$ cat config.mk
export PLATFORM = sky130hd
export DESIGN_NAME = fse_ctrl
export DESIGN_NICKNAME = d
export VERILOG_FILES = /design/src/rtl/fse_ctrl.sv
export SDC_FILE = /design/constraint.sdc
export NUM_CORES = 1
export LEC_CHECK = 0
export CAP_MARGIN = 15
export CORE_MARGIN = 3
export CORE_UTILIZATION = 50
export CTS_CLUSTER_SIZE = 24
export DETAILED_ROUTE_END_ITERATION = 10
export GPL_TIMING_DRIVEN = 0
export PLACE_DENSITY = 0.81
export SETUP_SLACK_MARGIN = 0.02
export SYNTH_ARGS = -nofsm -noshare
export SYNTH_HDL_FRONTEND = slang
export SYNTH_SLANG_ARGS = --single-unit
export TNS_END_PERCENT = 50
$ cat constraint.sdc
create_clock -name clk -period 3.18 [get_ports clk]
set_input_delay 0.636 -clock clk [delete_from_list [all_inputs] [get_ports clk]]
set_output_delay 0.636 -clock clk [all_outputs]
set_load 0.01 [all_outputs]
$ cat src/rtl/fse_ctrl.sv
// Sequencing controller for the fractionally-spaced equalizer: derives the T/2,
// baud and tap-load strobes from one counter chain and runs the adaptation mode FSM.
module fse_ctrl #(
  parameter int CLK_PER_HALF = 4,
  parameter int NUM_TAPS     = 9,
  parameter int CMA_LEN      = 4096,
  parameter int UPD_DIV      = 1
) (
  input  logic       clk,
  input  logic       i_reset,
  input  logic       i_enable,
  input  logic       i_force_dd,
  input  logic       i_freeze,
  output logic       o_en_rx,
  output logic       o_ctrl,
  output logic       o_baud,
  output logic       o_en_taps,
  output logic       o_mode,
  output logic [2:0] o_state
);

  localparam int HALF_W = (CLK_PER_HALF > 1) ? $clog2(CLK_PER_HALF) : 1;
  localparam int FILL_W = (NUM_TAPS > 1) ? $clog2(NUM_TAPS) : 1;
  localparam int SYM_W  = (CMA_LEN > 1) ? $clog2(CMA_LEN) : 1;
  localparam int UPD_W  = (UPD_DIV > 1) ? $clog2(UPD_DIV) : 1;

  localparam logic [HALF_W-1:0] HALF_LAST = HALF_W'(CLK_PER_HALF - 1);
  localparam logic [HALF_W-1:0] HALF_ONE  = HALF_W'(1);
  localparam logic [FILL_W-1:0] FILL_LAST = FILL_W'(NUM_TAPS - 1);
  localparam logic [FILL_W-1:0] FILL_ONE  = FILL_W'(1);
  localparam logic [SYM_W-1:0]  SYM_LAST  = SYM_W'(CMA_LEN - 1);
  localparam logic [SYM_W-1:0]  SYM_ONE   = SYM_W'(1);
  localparam logic [UPD_W-1:0]  UPD_LAST  = UPD_W'(UPD_DIV - 1);
  localparam logic [UPD_W-1:0]  UPD_ONE   = UPD_W'(1);

  typedef enum logic [2:0] {
    ST_IDLE = 3'd0,
    ST_FILL = 3'd1,
    ST_CMA  = 3'd2,
    ST_DD   = 3'd3,
    ST_HOLD = 3'd4
  } state_t;

  state_t            state_r;
  state_t            state_nxt_s;
  logic [HALF_W-1:0] half_cnt_r;
  logic              phase_r;
  logic [FILL_W-1:0] fill_cnt_r;
  logic [SYM_W-1:0]  sym_cnt_r;
  logic [UPD_W-1:0]  upd_cnt_r;
  logic              saved_dd_r;
  logic              saved_dd_nxt_s;

  logic              wrap_s;
  logic              baud_s;
  logic              fill_done_s;
  logic              dd_cond_s;
  logic              run_nxt_s;
  logic              adapt_nxt_s;
  logic              tap_evt_s;
  logic              mode_nxt_s;

  assign o_state = state_r;

  // Strobe and transition conditions derived from the current counter chain.
  always_comb begin
    wrap_s      = (state_r != ST_IDLE) && (half_cnt_r == HALF_LAST);
    baud_s      = wrap_s && phase_r;
    fill_done_s = (state_r == ST_FILL) && wrap_s && (fill_cnt_r == FILL_LAST);
    dd_cond_s   = (state_r == ST_CMA) &&
                  (i_force_dd || (baud_s && (sym_cnt_r == SYM_LAST)));
  end

  // Next-state selection; a dropped enable overrides every other transition.
  always_comb begin
    state_nxt_s = state_r;
    if (!i_enable) begin
      state_nxt_s = ST_IDLE;
    end else begin
      case (state_r)
        ST_IDLE: state_nxt_s = ST_FILL;
        ST_FILL: begin
          if (fill_done_s) begin
            state_nxt_s = ST_CMA;
          end else begin
            state_nxt_s = ST_FILL;
          end
        end
        ST_CMA: begin
          if (i_freeze) begin
            state_nxt_s = ST_HOLD;
          end else if (dd_cond_s) begin
            state_nxt_s = ST_DD;
          end else begin
            state_nxt_s = ST_CMA;
          end
        end
        ST_DD: begin
          if (i_freeze) begin
            state_nxt_s = ST_HOLD;
          end else begin
            state_nxt_s = ST_DD;
          end
        end
        ST_HOLD: begin
          if (i_freeze) begin
            state_nxt_s = ST_HOLD;
          end else if (saved_dd_r) begin
            state_nxt_s = ST_DD;
          end else begin
            state_nxt_s = ST_CMA;
          end
        end
        default: state_nxt_s = ST_IDLE;
      endcase
    end
  end

  // Saved mode and the registered-output qualifiers; strobes follow the state they appear in.
  always_comb begin
    saved_dd_nxt_s = saved_dd_r;
    if (state_nxt_s == ST_IDLE) begin
      saved_dd_nxt_s = 1'b0;
    end else if (((state_r == ST_CMA) || (state_r == ST_DD)) && (state_nxt_s == ST_HOLD)) begin
      // A CMA->DD condition coinciding with freeze makes HOLD resume in DD.
      saved_dd_nxt_s = (state_r == ST_DD) || dd_cond_s;
    end else begin
      saved_dd_nxt_s = saved_dd_r;
    end
    run_nxt_s   = (state_nxt_s != ST_IDLE);
    adapt_nxt_s = (state_nxt_s == ST_CMA) || (state_nxt_s == ST_DD);
    tap_evt_s   = baud_s && adapt_nxt_s;
    mode_nxt_s  = (state_nxt_s == ST_DD) || ((state_nxt_s == ST_HOLD) && saved_dd_nxt_s);
  end

  // Counter chain: half counter, phase bit, fill/symbol/update counters.
  always_ff @(posedge clk) begin
    if (i_reset) begin
      half_cnt_r <= '0;
      phase_r    <= 1'b0;
      fill_cnt_r <= '0;
      sym_cnt_r  <= '0;
      upd_cnt_r  <= '0;
    end else if ((state_r == ST_IDLE) || (state_nxt_s == ST_IDLE)) begin
      half_cnt_r <= '0;
      phase_r    <= 1'b0;
      fill_cnt_r <= '0;
      sym_cnt_r  <= '0;
      upd_cnt_r  <= '0;
    end else begin
      if (wrap_s) begin
        half_cnt_r <= '0;
        phase_r    <= ~phase_r;
      end else begin
        half_cnt_r <= half_cnt_r + HALF_ONE;
      end
      if ((state_r == ST_FILL) && wrap_s) begin
        fill_cnt_r <= fill_done_s ? '0 : (fill_cnt_r + FILL_ONE);
      end
      // Only symbols that stay in CMA count; the terminal symbol leaves CMA instead.
      if (baud_s && (state_r == ST_CMA) && (state_nxt_s == ST_CMA)) begin
        sym_cnt_r <= sym_cnt_r + SYM_ONE;
      end
      if (tap_evt_s) begin
        upd_cnt_r <= (upd_cnt_r == UPD_LAST) ? '0 : (upd_cnt_r + UPD_ONE);
      end
    end
  end

  // State, saved mode and registered outputs, all updated on the same edge.
  always_ff @(posedge clk) begin
    if (i_reset) begin
      state_r    <= ST_IDLE;
      saved_dd_r <= 1'b0;
      o_en_rx    <= 1'b0;
      o_ctrl     <= 1'b0;
      o_baud     <= 1'b0;
      o_en_taps  <= 1'b0;
      o_mode     <= 1'b0;
    end else begin
      state_r    <= state_nxt_s;
      saved_dd_r <= saved_dd_nxt_s;
      o_en_rx    <= run_nxt_s;
      o_ctrl     <= wrap_s && run_nxt_s;
      o_baud     <= baud_s && run_nxt_s;
      o_en_taps  <= tap_evt_s && (upd_cnt_r == UPD_LAST);
      o_mode     <= mode_nxt_s;
    end
  end

endmodule

======== Yosys cells after proc, flatten, opt, wreduce, memory -nomap -nowiden ========
Index checks and enable logic that the tools add are counted.
word-level totals
  bits in registers ....................... 29
  output and inout bits ................... 8
  latch bits .............................. 0
  memories ................................ 0
  logic and storage cells ................. 66
  bits of input ports ..................... 5
  memory bits (writable) .................. 0
  bits in read-only memories .............. 0
operators by class
  reductions and logical operators ........ 26
  $mul .................................... 0
  bitwise logic cells ..................... 2
  equality and inequality tests ........... 10
  $lt $le $gt $ge ......................... 0
  add/sub/neg operators ................... 4
  div/mod/pow operators ................... 0
  shifts and indexed selects .............. 0
  muxes and demuxes ....................... 12
operators by type and width
  cell                                                             number
  3-bit case mux with 5 select lines                               1
  1-bit logical AND                                                14
  12-bit by 1-bit adder with 12-bit output, second input constant  1
  12-bit == test, second input constant                            1
  3-bit by 2-bit == test with 1-bit output, second input constant  4
  3-bit two-way mux                                                4
  3-bit == test, second input constant                             2
  3-bit logical NOT                                                2
  1-bit logical OR                                                 6
  3-bit nonzero test                                               2
  1-bit two-way mux                                                5
  4-bit by 1-bit adder with 4-bit output, second input constant    1
  4-bit == test, second input constant                             1
  4-bit two-way mux                                                1
  3-bit by 1-bit == test with 1-bit output, second input constant  1
  3-bit OR reduction                                               1
  2-bit by 1-bit adder with 2-bit output, second input constant    1
  2-bit == test, second input constant                             1
  2-bit two-way mux                                                1
  1-bit NOT                                                        2
  2-bit OR reduction                                               1
  1-bit adder, second input constant                               1

======== Depth between registers and ports, before layout ========
  depth in word-level cells ............... 16
  mapped depth ............................ 9
  mapped depth without buffers ............ 7

======== Least setup slack after synthesis ========
OpenSTA, ideal clock, no wires.
  path kind ............................... reg2reg
  start ................................... register half_cnt_r[0]
  end ..................................... register sym_cnt_r[6]
  arrival ................................. 1,848 ps
  setup slack ............................. 1,261 ps
  data required time ...................... 3,110 ps
  clock period less this slack ............ 1,919 ps
  buffers on the path ..................... 2
  cell stages (with the launch flop) ...... 9
  library setup time ...................... 70 ps
  path through ............................ dfxtp_1 ha_1 buf_2 and4bb_1 nand2_1 a21o_1 buf_6 or4_1 a21oi_1
on the way
  word-level cells in the longest chain between the ends .. 13
  elaborated cells on any way between the ends .. 19
  classes of those cells .................. eq/ne (2); mux (5); reduce/logical (12)
ends and longest elaborated chain
  element                              RTL line  text
  start, declared                      46        logic [HALF_W-1:0] half_cnt_r;
  start signal, assigned               155       half_cnt_r <= half_cnt_r + HALF_ONE;
  2-bit == test *                      67        wrap_s = (state_r != ST_IDLE) && (half_cnt_r == HALF_LAST);
  1-bit logical AND *                  67
  1-bit logical AND                    68        baud_s = wrap_s && phase_r;
  1-bit logical AND                    71        (i_force_dd || (baud_s && (sym_cnt_r == SYM_LAST)));
  1-bit logical OR                     71
  1-bit logical AND                    70        dd_cond_s = (state_r == ST_CMA) &&
  1-bit two-way mux                    92        end else if (dd_cond_s) begin
  3-bit two-way mux                    90        if (i_freeze) begin
  3-bit case mux with 5 select lines   80        case (state_r)
  3-bit two-way mux                    77        if (!i_enable) begin
  3-bit logical NOT                    144       end else if ((state_r == ST_IDLE) || (state_nxt_s == ST_IDLE)) begin
  1-bit logical OR                     144
  2-bit OR reduction (no source line)  -
  end signal, assigned                 162       sym_cnt_r <= sym_cnt_r + SYM_ONE;
  end, declared                        49        logic [SYM_W-1:0] sym_cnt_r;
Mark *: on every way between the ends. The rest lies on a longest branch, timed or not.
A chain may end at the register's enable or synchronous reset.

======== Worst setup path in the final report ========
  start ................................... input port i_freeze
  end ..................................... register o_mode
on the way
  word-level cells in the longest chain between the ends .. 9
  elaborated cells on any way between the ends .. 13
  classes of those cells .................. eq/ne (2); mux (7); reduce/logical (4)
ends and longest elaborated chain
  element                               RTL line     text
  start, declared                       13           input logic i_freeze,
  3-bit two-way mux (on tied branches)  106, 90, 99
  3-bit case mux with 5 select lines *  80
  3-bit two-way mux *                   77
  3-bit == test                         124, 133
  1-bit logical AND                     124          end else if (((state_r == ST_CMA) || (state_r == ST_DD)) && (state_nxt_s == ST_HOLD)) begin
  1-bit two-way mux                     124
  1-bit two-way mux                     122          if (state_nxt_s == ST_IDLE) begin
  1-bit logical AND                     133          mode_nxt_s = (state_nxt_s == ST_DD) || ((state_nxt_s == ST_HOLD) && saved_dd_nxt_s);
  1-bit logical OR *                    133
  end signal, assigned                  187          o_mode <= mode_nxt_s;
  end, declared                         18           output logic o_mode,
Marks and branches as above.

==> impl_metrics.csv <==
group,metric,value,unit
die,die_area,0.00344,sq mm
logic_synthesis,synth-simple-area-share,29.0,%
global_route,grt_pass1_wl,4980,um
cells_and_area,drive_above_1_share,6.94,%
sta,fin_crit_sh,81.3,%
detailed_routing,wl_per_cell,14.6,um
cells_and_area,final_area,0.00157,sq mm
die,row_count,18,
clock_network,holdBufCountCts,0,
setup_path,required,3.34,ns
logic_synthesis,yosys.area.top_type,"dfxtp_1",
clock_network,cts_tree,"done",
worst_hold_path,hold_path_class,"register to register",
logic_synthesis,mappedNetlistArea,0.00139,sq mm
sta,fmax,387,MHz
cells_and_area,diodes,0,
logic_synthesis,synth_top_cells_by_area,"dfxtp_1 (40%), a21oi_1 (5.8%), o31ai_1 (5.4%)",
logic_synthesis,synth_xor_area_share,0.632,%
detailed_routing,vias,1190,
detailed_routing,drc,0,
cells_and_area,final_util,61.6,%
logic_synthesis,synth_compound_area_share,19.5,%
sta,fin_ws,0.596,ns
cells_and_area,final_cell_count_no_fill,203,
clock_network,postCtsSetupRepairBufs,0,
die,dieWidth,58.7,um
die,start_util,54.5,%
power_and_ir_drop,irDropWorstVdd,0.325,mV
logic_synthesis,synth_top_family_by_area,"simple AND/OR/NAND/NOR gates",
sta,setup_viol,0,
sta,min_period,2.58,ns
power_and_ir_drop,cellPowerDensity,327,mW/mm^2
placement,pre_cts_ws,0.328,ns
detailed_routing,ant_nets,0,
clock_network,path_clk_slew,0.14,ns
global_route,gr-total-overflow,0,
logic_synthesis,yosysSeqAreaShare,40.4,%
sta,finalMaxSlewViolations,0,
detailed_routing,drtPass1Iterations,4,
setup_path,path_max_fanout,10,
placement,placed_cell_area,0.00154,sq mm
clock_network,h-tree-depth,1,
detailed_routing,drt_iter0_markers,46,
setup_path,worstPathArrival,2.75,ns
logic_synthesis,yosys_warnings,0,
placement,placed_cells,200,
cells_and_area,synthToLayoutAreaGrowth,13.0,%
sta,hold_viol,0,
setup_path,path_buf_inv,2,
flow_run,max_cap_violations,0,
clock_network,cts-resized-gates,0,
sta,rsz0062_at_grt,"false",
global_route,antenna_found_initial,0,
sta,slew-limit-headroom,52.2,%
logic_synthesis,synth_cell_types,40,
sta,whs,0.443,ns
setup_path,critPathTopFamily,"compound AO/OA/AOI/OAI gates",
die,ios,13,
outcome,status,"finished, final reports clean",
sta,clock_skew,0.0116,ns
global_route,grt_pass1_vias,1149,
setup_path,path_class,"input pin to register",
clock_network,cts_max_path_buffers,2,
logic_synthesis,synth-adder-area-share,3.61,%
logic_synthesis,synth_mux_area_share,0.722,%
detailed_routing,viasPerCell,5.86,
logic_synthesis,syn_area_per_cell,8.77,sq um
setup_path,endpoint_kind,"register",
setup_path,crit_chain,"clkdlybuf4s50_1 -> nor4b_1 -> and3_1 -> a22o_1 -> buf_6 -> a2111oi_0 -> o32ai_1",
cells_and_area,fillers,225,
placement,dp_hpwl,2230,um
die,dieHeight,58.7,um
clock_network,numCtsBuffers,3,
clock_network,root_buffer,"clkbuf_4",
placement,port_buffers,12,
clock_network,clk_latency,0.32,ns
setup_path,critPathLaunchType,"input pin",
sta,finalSetupTns,0,ns
logic_synthesis,syn_inst,158,
placement,place_congestion,0.796,
sta,tightest_slew,0.699,ns
global_route,grt_max_degree,15,
detailed_routing,wirelength,2970,um
logic_synthesis,syn_nets,167,
global_route,grt_use_total,18.5,%
clock_network,cts.sinks,28,
power_and_ir_drop,power,0.512,mW
die,core_area,0.00254,sq mm
setup_path,slowest_stage,"clkdlybuf4s50_1",
setup_path,slowest_delay,0.58,ns
power_and_ir_drop,p_leak,0.503,nW
logic_synthesis,yosysTopAreaCellShare,40.4,%
logic_synthesis,ys_seq_elements,28,
cells_and_area,final_nets,184,
-- cell usage in the layout, fill, tap and decap left out, drive strengths merged, types with 2 or more instances in the layout --
cell / synthesis / layout
a31oi: 2 / 2
or3: 5 / 5
nand2: 16 / 16
nand3: 5 / 5
and3: 3 / 3
nor2b: 3 / 3
o21ai: 4 / 4
clkdlybuf4s50: 0 / 12
nand2b: 2 / 2
clkbuf: 2 / 5
o31ai: 10 / 10
or4: 9 / 9
inv: 6 / 6
nor3: 3 / 3
nor2: 9 / 9
and2: 2 / 2
a21oi: 16 / 16
buf: 6 / 6
nor3b: 2 / 2
ha: 4 / 4
and3b: 2 / 2
dfxtp: 28 / 28
nand4: 3 / 3
-- cell usage after synthesis --
| master | number |
|---|---|
| nand2_1 | 16 |
| a21o_1 | 1 |
| and4_1 | 1 |
| dfxtp_1 | 28 |
| or2b_1 | 1 |
| a31oi_1 | 2 |
| o21bai_1 | 1 |
| nand4_1 | 3 |
| ha_1 | 4 |
| buf_6 | 4 |
| nor4_1 | 1 |
| clkbuf_1 | 2 |
| and2_1 | 2 |
| mux2i_1 | 1 |
| nand2b_1 | 2 |
| inv_1 | 6 |
| or2_2 | 1 |
| and3_1 | 3 |
| nor4b_1 | 1 |
| o31ai_1 | 10 |
| xnor2_1 | 1 |
| nor3_2 | 1 |
| and3b_1 | 2 |
| a2111oi_0 | 1 |
| nor3_1 | 2 |
| o311ai_4 | 1 |
| nand3_1 | 5 |
| nor2b_1 | 3 |
| buf_2 | 2 |
| a21oi_1 | 16 |
| a22o_1 | 1 |
| nor3b_1 | 2 |
| o211ai_1 | 1 |
| o32ai_1 | 1 |
| or3_1 | 5 |
| or4_1 | 9 |
| o21ai_0 | 4 |
| nor2_1 | 9 |
| and4bb_1 | 1 |
| a21boi_0 | 1 |
-- power breakdown --
group	total (mW)	leakage, nW	internal [mW]	switching [mW]
Combinational	0.0208	0.264	0.0103	0.0104
Clock	0.138	0.0138	0.0444	0.0939
Sequential	0.353	0.226	0.353	0.000944
-- layout make-up --
type | instances | area (sq um) | share of cell area, %
Clock buffer | 3 | 22.5 | 1.44
Tap cell | 30 | 37.5 | 2.40
Sequential cell | 28 | 561 | 35.8
Multi-Input combinational cell | 116 | 741 | 47.3
Buffer | 8 | 62.6 | 3.99
Inverter | 6 | 22.5 | 1.44
Timing Repair Buffer | 12 | 120 | 7.67
-- worst register-to-register path, delay by kind of cell, from the launching register on --
family,cells,cell delay (ns)
fa+ha+maj,1,0.18
flops,1,0.34
buf+inv,2,0.34
simple gates,1,0.07
compound gates,4,1.16
-- metal layers --
layer	track usage (%)	share of wire (%)
met1	22.5	46
met2	33.7	51
met3	3.95	2.6
met4	3.56	0
met5	0	0
-- state kept, by name (all words and copies together), names as in the netlist --
signal / flops
half_cnt_r: 2
phase_r: 1
sym_cnt_r: 12
o_state: 3
o_ctrl: 1
fill_cnt_r: 4
o_en_rx: 1
saved_dd_r: 1
o_baud: 1
o_en_taps: 1
o_mode: 1
-- worst paths after layout --
kind	startpoint	endpoint	slack, ns	cells after the start
worst max register to register	half_cnt_r[0]$_SDFF_PP0_	o_mode$_SDFF_PP0_	0.91	8
worst min-delay path	half_cnt_r[0]$_SDFF_PP0_	half_cnt_r[0]$_SDFF_PP0_	0.44	1
worst max-delay path	i_freeze	o_mode$_SDFF_PP0_	0.60	7
worst min register to register	half_cnt_r[0]$_SDFF_PP0_	half_cnt_r[0]$_SDFF_PP0_	0.44	1
-- logic make-up (layout without fill, tap and decap cells) --
kind of cell / Yosys count / after routing
xor+xnor: 1 / 1
compound gates: 40 / 40
buf+inv: 14 / 29
fa+ha+maj: 4 / 4
simple gates: 70 / 70
mux: 1 / 1
flops: 28 / 28
(Power assumes the default switching activity.)
